==> config.mk <==
export PLATFORM = sky130hd
export DESIGN_NAME = pc_sequencer
export DESIGN_NICKNAME = d
export VERILOG_FILES = /design/src/rtl/pc_sequencer.sv
export SDC_FILE = /design/constraint.sdc
export NUM_CORES = 1
export LEC_CHECK = 0
export ABC_AREA = 1
export BUFFER_PORTS_ARGS = -buffer_cell sky130_fd_sc_hd__buf_2
export CORE_UTILIZATION = 42
export CTS_CLUSTER_SIZE = 30
export DETAILED_ROUTE_END_ITERATION = 8
export GPL_ROUTABILITY_DRIVEN = 0
export PLACE_DENSITY = 0.76
export REMOVE_ABC_BUFFERS = 1
export SYNTH_ARGS = -nofsm -noshare
export SYNTH_HDL_FRONTEND = slang
export SYNTH_SLANG_ARGS = --single-unit
==> constraint.sdc <==
create_clock -name clk -period 4.08 [get_ports clk]
set_clock_uncertainty 0.05 [all_clocks]
set_input_delay 1.224 -clock clk [delete_from_list [all_inputs] [get_ports clk]]
set_output_delay 1.224 -clock clk [all_outputs]
set_load 0.005 [all_outputs]
==> src/rtl/pc_sequencer.sv <==
// Program-counter sequencer for the single-issue MIPS pipeline.
// Owns the PC, drives the IF fetch handshake, resolves ID-stage control
// transfers into a next-PC source select, and parks a redirect that
// resolves while the PC is held (stall or memory wait) until it can apply.
module pc_sequencer #(
   parameter logic [31:0] RESET_PC = 32'h0000_3000
) (
   input  logic        clk,
   input  logic        reset,
   input  logic        stall,
   input  logic        imem_ready,
   input  logic        br_valid,
   input  logic [2:0]  br_type,
   input  logic        br_eq,
   input  logic [31:0] id_pc4,
   input  logic [15:0] imm16,
   input  logic [25:0] instr_index,
   input  logic [31:0] rs_val,
   output logic [31:0] pc,
   output logic        imem_req,
   output logic [31:0] imem_addr,
   output logic        if_valid,
   output logic [1:0]  npcsrc,
   output logic [31:0] npc,
   output logic        addr_err
);

   typedef enum logic [1:0] {BOOT, FETCH, STALL} state_t;

   localparam logic [1:0] SRC_PC4 = 2'b00;
   localparam logic [1:0] SRC_BR  = 2'b01;
   localparam logic [1:0] SRC_J   = 2'b10;
   localparam logic [1:0] SRC_REG = 2'b11;

   state_t      state_q;
   logic [31:0] pc_q;
   logic        pend_valid_q;
   logic [31:0] pend_target_q;
   logic [1:0]  pend_src_q;
   logic        addr_err_q;

   logic        is_beq, is_bne, is_j, is_jr;
   logic        taken;
   logic        advance;
   logic [31:0] br_target, j_target, reg_target;
   logic [1:0]  npcsrc_d;
   logic [31:0] npc_d;

   // Decode the ID-stage transfer and pick the next PC; a parked redirect
   // overrides the live inputs since ID keeps re-presenting the same branch.
   always_comb begin
      is_beq     = (br_type == 3'd1);
      is_bne     = (br_type == 3'd2);
      is_j       = (br_type == 3'd3);
      is_jr      = (br_type == 3'd4);
      taken      = br_valid & ((is_beq & br_eq) | (is_bne & ~br_eq) | is_j | is_jr);
      br_target  = id_pc4 + {{14{imm16[15]}}, imm16, 2'b00};
      j_target   = {id_pc4[31:28], instr_index, 2'b00};
      reg_target = {rs_val[31:2], 2'b00};
      npcsrc_d   = SRC_PC4;
      npc_d      = pc_q + 32'd4;
      if (pend_valid_q) begin
         npcsrc_d = pend_src_q;
         npc_d    = pend_target_q;
      end else if (taken) begin
         if (is_beq || is_bne) begin
            npcsrc_d = SRC_BR;
            npc_d    = br_target;
         end else if (is_j) begin
            npcsrc_d = SRC_J;
            npc_d    = j_target;
         end else begin
            npcsrc_d = SRC_REG;
            npc_d    = reg_target;
         end
      end
   end

   // The PC moves only on an accepted fetch in FETCH with no stall.
   assign advance = (state_q == FETCH) & ~stall & imem_ready;

   // Fetch FSM, PC register, pending redirect and sticky alignment error.
   always_ff @(posedge clk) begin
      if (reset) begin
         state_q       <= BOOT;
         pc_q          <= RESET_PC;
         pend_valid_q  <= 1'b0;
         pend_target_q <= 32'd0;
         pend_src_q    <= SRC_PC4;
         addr_err_q    <= 1'b0;
      end else begin
         case (state_q)
            BOOT:    state_q <= FETCH;
            FETCH:   if (stall) state_q <= STALL;
            STALL:   if (!stall) state_q <= FETCH;
            default: state_q <= BOOT;
         endcase

         if (advance) begin
            // Coinciding redirect loads straight into the PC; nothing parks.
            pc_q         <= npc_d;
            pend_valid_q <= 1'b0;
         end else if (taken && !pend_valid_q) begin
            pend_valid_q  <= 1'b1;
            pend_target_q <= npc_d;
            pend_src_q    <= npcsrc_d;
         end

         if (taken && is_jr && (rs_val[1:0] != 2'b00))
            addr_err_q <= 1'b1;
      end
   end

   assign pc        = pc_q;
   assign imem_addr = pc_q;
   assign imem_req  = (state_q == FETCH);
   assign if_valid  = advance;
   assign npcsrc    = npcsrc_d;
   assign npc       = npc_d;
   assign addr_err  = addr_err_q;

endmodule
; After elaboration in Yosys (flattened, before gate mapping)
; Cells that the tools add are included.
[totals]
reg_bits = 70
latch_bits = 0
ramBits = 0
mem_bits_ro = 0
inputBits = 115
output_inout_bits = 101
wordCells = 48
mem_count = 0
[op_classes]
add_sub_neg = 2
n_mul = 0
div = 0
magnitude_cmp = 0
n_eq_ne = 8
shift = 0
mux = 11
bitwise = 11
reduce_logical = 10
[op_table]
columns = cell, count
row1 = $mux W32, 4
row2 = $add A32 B3 Y32 const B, 1
row3 = $add A32 B32 Y32, 1
row4 = $mux W2, 5
row5 = $eq A3 B2 Y1 const B, 2
row6 = $pmux W2 S3, 1
row7 = $and A1 B1 Y1, 5
row8 = $ne A2 B2 Y1 const B, 2
row9 = $reduce_and A2 Y1, 2
row10 = $eq A3 B1 Y1 const B, 1
row11 = $eq A3 B3 Y1 const B, 1
row12 = $logic_and A1 B1 Y1, 3
row13 = $not A1 Y1, 3
row14 = $or A1 B1 Y1, 3
row15 = $eq A2 B1 Y1 const B, 1
row16 = $eq A2 B2 Y1 const B, 1
row17 = $logic_not A2 Y1, 1
row18 = $reduce_bool A2 Y1, 1
row19 = $reduce_or A2 Y1, 1
row20 = $logic_not A1 Y1, 1
row21 = $logic_or A1 B1 Y1, 1
row22 = $mux W1, 1

; Longest topological paths before layout
[logic_depth]
depth_word = 8
mapped_depth = 19
mapped_depth_nobuf = 19

; Least setup slack after synthesis
; No wires, ideal clock.
[synth_path]
path_type = input to output
start = in id_pc4[2]
end = out npc[18]
arrival_time_ns = 2.851
t_required_ns = 2.806
setup_slack_ns = -0.045
path_stages = 15
path_buffers = 0
cell_sequence = ha_1 -> fa_1 -> nand2_1 -> inv_1 -> nand2_1 -> nand3_1 -> nand2_1 -> nand2_1 -> nand2_1 -> nand2_1 -> or2_2 -> nand3_1 -> nand2_1 -> nand3_1 -> nand2_1
[synth_between]
elab_chain_cells = 4
[synth_lines]
columns = element, line_no
row1 = start: declaration, 15  ; input logic [31:0] id_pc4,
row2 = $add A32 B32 Y32, 57  ; br_target = id_pc4 + {{14{imm16[15]}}, imm16, 2'b00};
row3 = $mux W32, 66  ; if (is_beq || is_bne) begin
row4 = $mux W32, 65  ; end else if (taken) begin
row5 = $mux W32, 62  ; if (pend_valid_q) begin
row6 = end: declaration, 24  ; output logic [31:0] npc,
; No other way between the ends.

; Worst setup path after layout
[layout_path]
start = in id_pc4[9]
end = out npc[24]
; Same word-level chain as after synthesis.

==> impl_metrics.env <==
export IMPL_yosysMostFrequentCell="nand2_1"
export IMPL_cp_start_kind="input pin"
export IMPL_grt_first_pass_wirelength_mm=43.4
export IMPL_synthTopCellsByCount="nand2_1, inv_1, nor2_1"
export IMPL_min_period_over_period_pct=108
export IMPL_synth_cell_type_count=54
export IMPL_worstSetupEndpointType="output pin"
export IMPL_numCtsBuffers=9
export IMPL_setup_viol=29
export IMPL_finalPower_mw=2.94
export IMPL_clk_latency_ns=0.34
export IMPL_syn_cell_area_mm2=0.00693
export IMPL_synthFlopType="dfxtp_1"
export IMPL_clk_pin_slew_ns=0.06
export IMPL_status="finished, violations left"
export IMPL_seq_area_frac_synth_pct=20.2
export IMPL_setup_tns_ns=-5.26
export IMPL_drt_iter0_markers=982
export IMPL_grt_max_degree=40
export IMPL_cts_tree="yes"
export IMPL_io_buffers=215
export IMPL_nets=1677
export IMPL_ys_ff_latch=70
export IMPL_multiInputGateArea_mm2=0.00594
export IMPL_ios=216
export IMPL_fin_crit_ns=4.42
export IMPL_num_vias=9741
export IMPL_register_area_mm2=0.00140
export IMPL_worst_pin_slew_ns=0.985
export IMPL_fillers=1206
export IMPL_reg2regPathDepth=19
export IMPL_drc=0
export IMPL_yosys_area_top_type_share_pct=20.2
export IMPL_violations="negative setup slack"
export IMPL_synth_cells=1173
export IMPL_core_area_mm2=0.0160
export IMPL_n_antenna_cell=0
export IMPL_cts_root_buffer="clkbuf_16"
export IMPL_leakage_nw=5.77
export IMPL_hold_viol=0
export IMPL_cts_htree_levels=3
export IMPL_avgSynthCellArea_um2=5.91
export IMPL_yosys_warnings=0
export IMPL_drv_cap=0
export IMPL_drt_wl_total_mm=30.3
export IMPL_areaGrowthSynthToFinish_pct=65.9
export IMPL_rsz0062_at_grt="true"
export IMPL_first_pass_iters=8
export IMPL_fmax_ghz=0.226
export IMPL_die_x_um=130
export IMPL_cts_max_path_buffers=2
export IMPL_hpwl_mm=19.1
export IMPL_final_antenna_net_count=0
export IMPL_yosysTopAreaCell="dfxtp_1"
export IMPL_worst_setup_path_type="input pin to output pin"
export IMPL_routed_via_density=5.56
export IMPL_setup_ws_ns=-0.338
export IMPL_drive_above_1_share_pct=49.6
export IMPL_wl_per_cell_um=17.3
export IMPL_hp_class="register to register"
export IMPL_grt_pass1_vias=8911
export IMPL_cp_max_fo=5
export IMPL_arrival_ns=3.14
export IMPL_grt_overflow_total=0
export IMPL_start_util_pct=43.3
export IMPL_power_density_mw_per_mm2=256
export IMPL_antenna_found_initial=0
export IMPL_synth_area_top_cells="dfxtp_1, nand2_1, inv_1"
export IMPL_max_slew_margin_pct=34.2
export IMPL_cts_hold_buf=0
export IMPL_synth_edf_count=0
export IMPL_cp_required_ns=2.81
export IMPL_slew_violations=0
export IMPL_grt_usage_pct=32.6
export IMPL_ir_drop_v=0.000353
export IMPL_clock_sinks=70
export IMPL_die_h_um=130
export IMPL_die_area_mm2=0.0170
export IMPL_holdWs_ns=0.398
export IMPL_async_flop_share_pct=0
export IMPL_rows=46
export IMPL_hold_depth=2
## final cells by class
| class | instances | share of cell area (%) |
|---|---|---|
| repair inverters | 1 | 0.0653 |
| repair buffers | 413 | 25.3 |
| flip-flops and latches | 70 | 12.2 |
| clock inverters | 3 | 0.370 |
| multi-input cells | 861 | 51.6 |
| well taps | 216 | 2.35 |
| inverters | 175 | 5.81 |
| clock buffers | 13 | 2.26 |
## worst paths after layout
| kind | start | end | slack, ns |
|---|---|---|---|
| worst min register to register | addr_err$_SDFFE_PP0P_ | addr_err$_SDFFE_PP0P_ | 0.40 |
| worst min-delay path | addr_err$_SDFFE_PP0P_ | addr_err$_SDFFE_PP0P_ | 0.40 |
| worst max-delay path | id_pc4[9] | npc[24] | -0.34 |
| worst max register to register | imem_addr[2]$_SDFFE_PP0P_ | pend_target_q[12]$_SDFFE_PP0P_ | 0.59 |
## metal layers
layer / GRT usage, % / routed length, um
met1: 39.5 / 11700
met2: 55.4 / 14200
met3: 6.43 / 2670
met4: 15.8 / 1760
met5: 0 / 0
## logic make-up (layout without fill, tap and decap cells)
kind of cell | Yosys count | after routing | share of synthesized area (%)
adders and majority gates | 31 | 31 | 5.71
AOI/OAI and AO/OA | 219 | 219 | 18.0
and+or+nand+nor | 601 | 601 | 39.2
xor gates and xnor gates | 10 | 10 | 1.26
DFF | 70 | 70 | 20.2
buffers and inverters | 242 | 605 | 15.6
## state kept, by name, indices dropped and copies added (netlist names)
signal / count
imem_addr: 32
pend_target_q: 32
pend_src_q: 2
state_q: 2
addr_err: 1
pend_valid_q: 1
## critical path, cell delays in order
cell and delay [ns]:
buf_2 0.12, ha_4 0.27, nand2_1 0.07, nand2_1 0.13
a21oi_2 0.23, o21bai_1 0.12, nand2_1 0.11, nand3_2 0.10
nand2_1 0.10, nand2_1 0.07, o21bai_1 0.20, buf_4 0.17
nand3_4 0.07, inv_2 0.07, buf_6 0.09
## cells in the final DEF (no fill, tap or decap), drive strengths merged, types with 4 or more instances in the layout
cell,count
ha,30
nand3,89
buf,413
xor2,6
a21oi,76
nand3b,5
a31oi,4
o211ai,6
xnor2,4
nand2,341
clkbuf,13
dfxtp,70
inv,172
o21bai,7
o22ai,15
o21a,8
nor3,24
nand4,16
or2,14
nor2,108
o21ai,90
## timing repair
item / 4_1_cts / 5_1_grt
endpoints found under the setup margin: 28 / 40
resized for setup: 211 / 208
cloned: 2 / 0
pin swaps: 66 / 126
buffers inserted: 69 / 16
## power breakdown
group	switching (mW)	total (mW)	leakage [nW]	internal, mW
clock	0.293	0.799	0.146	0.506
sequential	0.0268	0.747	0.570	0.720
combinational	0.738	1.40	5.05	0.661
## stage by stage
step	setup slack, ns	cell area [um^2]	std cells	util [%]
finish	-0.338	11500	1752	71.8
global route	-0.437	11500	1752	71.8
CTS	-0.243	10600	1746	66.5
detailed placement	-0.508	8810	1659	55.1
global placement	-0.479	8810	1659	55.1
floorplan	-0.335	6500	1106	-
(Power assumes the default switching activity.)
